$ cat src/rtl/edm_pkg.sv
// edm_pkg: shared state encoding, gate bit positions and default timing for the discharge pulse path
package edm_pkg;
    typedef enum logic [2:0] {IDLE, GAP, TON, DEION, TOFF} state_e;
    localparam int UPPER       = 1;
    localparam int LOWER       = 0;
    localparam int DEF_CNT_W   = 16;
    localparam int DEF_DEAD_T  = 10;
    localparam int DEF_DEION_T = 20;
endpackage

$ cat src/rtl/phase_timer.sv
// phase_timer: loadable down-counter; done marks the last cycle of the loaded phase length
module phase_timer #(
    parameter int W = 16
) (
    input  logic         clk,
    input  logic         rst_n,
    input  logic         load,
    input  logic [W-1:0] load_val,
    output logic         done
);
    logic [W-1:0] cnt_d, cnt_q;
    assign done = cnt_q <= W'(1);
    // reload on phase entry, otherwise count down and park at zero
    always_comb cnt_d = load ? load_val : (cnt_q != '0 ? cnt_q - 1'b1 : cnt_q);
    // counter register
    always_ff @(posedge clk or negedge rst_n) begin
        if (!rst_n) cnt_q <= '0;
        else        cnt_q <= cnt_d;
    end
endmodule

$ cat src/rtl/discharge_pulse_gen.sv
// discharge_pulse_gen: EDM Ton/Toff pulse train over round-robin buck channels with dead time and deionisation
module discharge_pulse_gen
    import edm_pkg::*;
#(
    parameter int CNT_W   = DEF_CNT_W,
    parameter int N_CH    = 2,
    parameter int DEAD_T  = DEF_DEAD_T,
    parameter int DEION_T = DEF_DEION_T
) (
    input  logic              clk,
    input  logic              rst_n,
    input  logic              start,
    input  logic              stop,
    input  logic [CNT_W-1:0]  ton,
    input  logic [CNT_W-1:0]  toff,
    input  logic              param_load,
    input  logic              short_flag,
    output logic [2*N_CH-1:0] mosfet_buck,
    output logic              mosfet_deion,
    output logic              running,
    output logic [15:0]       pulse_cnt,
    output logic [7:0]        short_cnt
);
    localparam int CH_W = N_CH > 1 ? $clog2(N_CH) : 1;
    localparam int BW   = 2 * N_CH;
    state_e            state_d, state_q;
    logic [CH_W-1:0]   ch_d, ch_q;
    logic [CNT_W-1:0]  ton_sh_d, ton_sh_q, toff_sh_d, toff_sh_q;
    logic [CNT_W-1:0]  ton_act_d, ton_act_q, toff_act_d, toff_act_q;
    logic              stop_pend_d, stop_pend_q, running_d, running_q, deion_d, deion_q;
    logic [BW-1:0]     buck_d, buck_q;
    logic [15:0]       pulse_cnt_d, pulse_cnt_q;
    logic [7:0]        short_cnt_d, short_cnt_q;
    logic              tmr_load, tmr_done, gap_entry;
    logic [CNT_W-1:0]  tmr_val, ton_len, toff_len;

    assign ton_len      = ton_act_q == '0 ? CNT_W'(1) : ton_act_q;
    assign toff_len     = toff_act_q == '0 ? CNT_W'(1) : toff_act_q;
    assign mosfet_buck  = buck_q;
    assign mosfet_deion = deion_q;
    assign running      = running_q;
    assign pulse_cnt    = pulse_cnt_q;
    assign short_cnt    = short_cnt_q;

    phase_timer #(.W(CNT_W)) u_timer (
        .clk      (clk),
        .rst_n    (rst_n),
        .load     (tmr_load),
        .load_val (tmr_val),
        .done     (tmr_done)
    );

    // phase sequencing, stop handling, statistics and next registered gate pattern
    always_comb begin
        state_d     = state_q;
        ch_d        = ch_q;
        stop_pend_d = stop_pend_q;
        pulse_cnt_d = pulse_cnt_q;
        short_cnt_d = short_cnt_q;
        ton_sh_d    = param_load ? ton : ton_sh_q;
        toff_sh_d   = param_load ? toff : toff_sh_q;
        case (state_q)
            IDLE:    state_d = start && !stop ? GAP : IDLE;
            GAP:     state_d = stop ? IDLE : tmr_done ? TON : GAP;
            TON: begin
                stop_pend_d = stop_pend_q | stop;
                state_d     = short_flag || tmr_done || stop ? DEION : TON;
                if (short_flag) short_cnt_d = short_cnt_q == 8'hFF ? short_cnt_q : short_cnt_q + 8'd1;
                else if (tmr_done) pulse_cnt_d = pulse_cnt_q + 16'd1;
            end
            DEION: begin
                stop_pend_d = stop_pend_q | stop;
                state_d     = !tmr_done ? DEION : (stop_pend_q | stop) ? IDLE : TOFF;
            end
            TOFF: begin
                state_d = stop ? IDLE : tmr_done ? GAP : TOFF;
                if (!stop && tmr_done) ch_d = ch_q == CH_W'(N_CH - 1) ? '0 : ch_q + 1'b1;
            end
            default: state_d = IDLE;
        endcase
        if (state_d == IDLE) stop_pend_d = 1'b0;
        gap_entry  = state_d == GAP && state_q != GAP;
        ton_act_d  = gap_entry ? ton_sh_q : ton_act_q;
        toff_act_d = gap_entry ? toff_sh_q : toff_act_q;
        tmr_load   = state_d != state_q;
        tmr_val    = state_d == GAP   ? CNT_W'(DEAD_T) :
                     state_d == TON   ? ton_len :
                     state_d == DEION ? CNT_W'(DEION_T) : toff_len;
        running_d  = state_d != IDLE;
        deion_d    = state_d == DEION;
        buck_d     = state_d == TON  ? BW'(1) << (2 * ch_d + UPPER) :
                     state_d == TOFF ? BW'(1) << (2 * ch_d + LOWER) : '0;
    end

    // state, shadow/active parameters and registered outputs
    always_ff @(posedge clk or negedge rst_n) begin
        if (!rst_n) begin
            state_q     <= IDLE;
            ch_q        <= '0;
            ton_sh_q    <= CNT_W'(1);
            toff_sh_q   <= CNT_W'(1);
            ton_act_q   <= CNT_W'(1);
            toff_act_q  <= CNT_W'(1);
            stop_pend_q <= 1'b0;
            running_q   <= 1'b0;
            deion_q     <= 1'b0;
            buck_q      <= '0;
            pulse_cnt_q <= '0;
            short_cnt_q <= '0;
        end else begin
            state_q     <= state_d;
            ch_q        <= ch_d;
            ton_sh_q    <= ton_sh_d;
            toff_sh_q   <= toff_sh_d;
            ton_act_q   <= ton_act_d;
            toff_act_q  <= toff_act_d;
            stop_pend_q <= stop_pend_d;
            running_q   <= running_d;
            deion_q     <= deion_d;
            buck_q      <= buck_d;
            pulse_cnt_q <= pulse_cnt_d;
            short_cnt_q <= short_cnt_d;
        end
    end
endmodule
$ cat config.mk
export PLATFORM = sky130hd
export DESIGN_NAME = discharge_pulse_gen
export DESIGN_NICKNAME = d
export VERILOG_FILES = /design/src/rtl/edm_pkg.sv /design/src/rtl/phase_timer.sv /design/src/rtl/discharge_pulse_gen.sv
export SDC_FILE = /design/constraint.sdc
export NUM_CORES = 1
export LEC_CHECK = 0
export CORE_ASPECT_RATIO = 0.9
export CORE_UTILIZATION = 40
export DETAILED_ROUTE_END_ITERATION = 8
export GPL_TIMING_DRIVEN = 0
export PLACE_DENSITY = 0.62
export SYNTH_ARGS = -nofsm -noshare
export SYNTH_HDL_FRONTEND = slang
export SYNTH_SLANG_ARGS = --single-unit
$ cat constraint.sdc
create_clock -name clk -period 3.2 [get_ports clk]
set_input_delay 0.64 -clock clk [delete_from_list [all_inputs] [get_ports clk]]
set_output_delay 0.64 -clock clk [all_outputs]
set_load 0.01 [all_outputs]
==> out/summary.txt <==
RUN STATUS
--------------------------------------------------------------------------------------
Run status                                                                complete, no violations

CELLS AND AREA
--------------------------------------------------------------------------------------
Total inserted antenna cells                                                         0
Final layout net count                                                             573
Syn-to-layout area delta                                                         29.0%
Share of final-layout standard cells stronger than drive strength 1              19.2%

ROUTE
--------------------------------------------------------------------------------------
Detail-routed net length per standard cell                                     15.7 um
DRT antenna net count                                                                0
Number of remaining DRC errors                                                       0
DRT Pass-1 Iters                                                                     4
Iter 0 DRT Violations                                                              130
Vias per cell                                                                     5.29
Total via count after detailed routing                                            3741
Sum of routed wire length over all layers                                     11100 um

SYNTH
--------------------------------------------------------------------------------------
Syn Area/Cell                                                                 12.1 um2
Synth Warn #                                                                         0
Number of cells produced by synthesis                                              444
FF+latch count, synth                                                              115
Share of flip-flops with an asynchronous set or reset                             100%
Top_reg_cell synth                                                        sky130_fd_sc_hd__dfrtp_1
Mapped cell area                                                           0.00537 mm2
Cell variety after synth                                                            58
Sequential fraction of the synthesis area                                        53.7%
Synthesized netlist net count                                                      487
Number of enable-type register cells in the synthesized netlist                      0

POWER AND IR DROP
--------------------------------------------------------------------------------------
Portion of total power attributed to combinational logic                         32.3%
Clk network pwr share                                                            32.2%
Total leakage power                                                            2.89 nW
Total power per unit cell area                                              913 mW/mm2
Sequential share of power                                                        35.5%
Internal power contribution                                                  0.00424 W
Net switching power                                                          0.00209 W
Maximum vdd ir drop                                                           0.497 mV
Sw Share                                                                         33.1%
Total power                                                                  0.00633 W

PLACE
--------------------------------------------------------------------------------------
Weighted congestion reported at the end of routability-driven placement          0.814
Worst-case setup slack after placement                                      -0.0840 ns
Post-detail-place hpwl                                                         7970 um
Buffers on Ports                                                                    66

STA
--------------------------------------------------------------------------------------
Worst slew margin relative to its limit                                          42.7%
Final setup viols                                                                    0
Number of pins with negative max-slew slack in the final report                      0
F_max                                                                        0.327 GHz
Tightest Pin Transition                                                       0.859 ns
Final total negative setup slack                                                  0 ns
Minimum clock period                                                           3.05 ns
Worst Hold Slack                                                              0.236 ns
Setup clock skew after layout                                               0.00876 ns
Hold Fails Final Rpt                                                                 0
Unrepaired setup endpoints after global routing                                   true
Worst setup slack after layout                                                0.146 ns
Period Utilization, post-route                                                   95.4%

CRITICAL PATH
--------------------------------------------------------------------------------------
Series of cell instances along the critical path                          inv_1 -> ha_1 -> or2_1 -> and2_0 -> clkbuf_1 -> a31oi_4 -> a32oi_4 -> nor3_4 -> buf_6 -> mux2_1
Cell depth of the worst flop-to-flop path                                           10
Arrival time of the worst setup path                                           3.34 ns
Family with the most delay on the worst path                              simple AND/OR/NAND/NOR gates
Req. time, crit path                                                           3.48 ns
Slowest cell on the critical path                                         sky130_fd_sc_hd__nor3_4
Worst-path fanout max                                                               10
Category of the worst setup path capture point                                register
Startpoint of the worst-slack reg-to-reg timing path                      u_timer.cnt_q[0]$_DFFE_PN0P_
Delay of the slowest cell on the worst path                                    0.44 ns
Register-to-register path setup slack                                          0.15 ns
Worst Setup SP                                                            u_timer.cnt_q[0]$_DFFE_PN0P_
Buffering stage count on the worst path with inverters included                      3
Crit path launch type                                                         register
Capture point of the worst reg-to-reg path                                ton_act_q[12]$_DFFE_PN0P_
WS Path Type                                                                   reg2reg

GRT
--------------------------------------------------------------------------------------
Number of antenna violations at the first check in global routing                    0
Maximum number of pins on one net before global-route repair                        74
Global routing usage summed across all routing layers                            17.6%
First-pass GRT wire length                                                    18800 um
Overflow left after global routing                                                   0
Via count of the first global-routing pass                                        3860

CTS
--------------------------------------------------------------------------------------
Clock root buffer                                                         sky130_fd_sc_hd__clkbuf_16
H-tree Lvls                                                                          4
Clock Pin Slew Worst Setup and Hold Paths                                      0.05 ns
Worst-case clock buffer depth                                                        2
Clock buffer count from CTS                                                         17
Hold buffer count at CTS                                                             0
Clock sink count                                                                   115
TritonCTS clock tree                                                              done
Later-pin clock latency in the skew report                                     0.41 ns

FLOORPLANNING
--------------------------------------------------------------------------------------
Width of the die                                                                124 um
Std-Cell Core Area                                                          0.0129 mm2
Top-Level Pins                                                                      68
Die Span Y                                                                      112 um
Die Area                                                                    0.0139 mm2
Effective utilization at floorplan                                               41.7%
Count of standard-cell rows                                                         39

WORST HOLD PATH
--------------------------------------------------------------------------------------
Classification of the worst-slack hold path                                   in2async

RUN
--------------------------------------------------------------------------------------
Max cap viols                                                                        0

-- synthesized netlist by cell type, types with 3 or more instances --
library cell	n	share of area (%)
sky130_fd_sc_hd__dfrtp_1	111	52
sky130_fd_sc_hd__mux2_2	46	9.6
sky130_fd_sc_hd__nor2_1	29	2.0
sky130_fd_sc_hd__mux2_1	28	5.9
sky130_fd_sc_hd__nand3_1	21	2.0
sky130_fd_sc_hd__xnor2_1	20	3.3
sky130_fd_sc_hd__a21oi_1	17	1.6
sky130_fd_sc_hd__nand2_1	16	1.1
sky130_fd_sc_hd__o21ai_0	16	1.5
sky130_fd_sc_hd__xor2_1	15	2.4
sky130_fd_sc_hd__nor3_1	12	1.1
sky130_fd_sc_hd__inv_1	11	0.77
sky130_fd_sc_hd__clkbuf_1	9	0.63
sky130_fd_sc_hd__nand4_1	8	0.93
sky130_fd_sc_hd__nor4_1	8	0.93
sky130_fd_sc_hd__ha_1	5	1.2
sky130_fd_sc_hd__dfstp_2	4	2.0
sky130_fd_sc_hd__or3_1	4	0.47
sky130_fd_sc_hd__a2111oi_0	3	0.49
sky130_fd_sc_hd__and4_1	3	0.49
sky130_fd_sc_hd__buf_1	3	0.21
sky130_fd_sc_hd__buf_6	3	0.63
sky130_fd_sc_hd__nand2b_1	3	0.35
sky130_fd_sc_hd__nor2b_1	3	0.35
sky130_fd_sc_hd__o211ai_1	3	0.42
sky130_fd_sc_hd__o21bai_1	3	0.42
-- worst reg2reg max path: cells and delay by family, from the launching register on --
kind	cells	cell delay (ns)
AOI/OAI and AO/OA	2	0.50
adders and majority gates	1	0.28
buffers and inverters	3	0.55
DFF	1	0.40
muxes	1	0.33
and+or+nand+nor	3	0.87
-- layer usage --
metal  up-vias  global-route usage (%)  wire, um  part of all wire (%)
met3        17                    4.35       572                   5.1
met1      1843                    23.9      5250                    47
met2       102                    26.2      5100                    46
met5         -                       0         0                     0
li1       1779                       -         -                     -
met4         0                    8.57       210                   1.9
-- worst max-delay path by stage --
stage	depth (start not counted)	slack, ns	to
2_1_floorplan	10	0.59	toff_act_q[10]$_DFFE_PN0P_
3_3_place_gp	1	-2.82	ton_sh_q[12]$_DFFE_PN0P_
3_5_place_dp	8	-0.08	u_timer.cnt_q[14]$_DFFE_PN0P_
4_1_cts	10	0.002	u_timer.cnt_q[13]$_DFFE_PN0P_
5_1_grt	10	-0.01	u_timer.cnt_q[15]$_DFFE_PN0P_
6_report	10	0.15	ton_act_q[12]$_DFFE_PN0P_
-- power groups by stage --
stage                     Combinational, W  Sequential, W  Clock (W)
final                              0.00204        0.00225    0.00204
after global routing               0.00226        0.00231    0.00215
after CTS                          0.00203        0.00224    0.00208
after detailed placement           0.00201        0.00226          0
after global placement             0.00195        0.00225          0
after floorplan                    0.00147        0.00216          0
-- stage by stage --
stage          utilization [%]  cells  area (um2)
2_1_floorplan                -    444        5370
3_3_place_gp              48.4    674        6240
3_5_place_dp              48.6    675        6260
4_1_cts                   53.7    707        6910
5_1_grt                   53.8    707        6930
6_report                  53.8    707        6930
-- kinds of logic after synthesis --
family	synth area share (%)
buf+inv	2.56
simple gates	12.8
xor+xnor	5.71
mux	15.9
compound gates	8.20
flops	53.7
fa+ha+maj	1.16
-- layout make-up --
| type | instances | area, um2 |
|---|---|---|
| plain buffers | 18 | 96.3 |
| clock buffers | 24 | 502 |
| clock inverters | 8 | 146 |
| fillers | 1140 | 5950 |
| inverters | 11 | 41.3 |
| multi-input cells | 300 | 2370 |
| flip-flops and latches | 115 | 2880 |
| well taps | 164 | 205 |
| repair buffers | 67 | 686 |
-- layout by cell type (no fill, tap or decap), drive strengths merged, types with 4 or more instances in the layout --
cell type      synthesis  layout
nand2                 17      17
clkbuf                 9      33
mux2                  74      74
nor3                  13      13
a21oi                 18      18
nor2                  29      29
dfrtp                111     111
o21ai                 17      17
dfstp                  4       4
ha                     5       5
nand3                 22      22
nor4                  10      10
nand4                  9       9
xor2                  15      15
buf                    9      11
inv                   11      11
or3                    4       4
bufinv                 0       4
clkdlybuf4s50          0      65
xnor2                 20      20
-- state kept, by name, summed over array words and instances (netlist names) --
name	count
short_cnt	8
pulse_cnt	16
running	1
mosfet_buck	4
toff_sh_q	16
stop_pend_q	1
toff_act_q	16
ton_sh_q	16
ton_act_q	16
state_q	3
u_timer.cnt_q	16
mosfet_deion	1
ch_q	1
-- repair_timing --
item,in CTS,in global routing
endpoints found under the hold margin,0,0
endpoints found under the setup margin,1,3
resized for setup,1,5
cloned,0,0
buffers inserted,0,0
(Power assumes the default switching activity.)
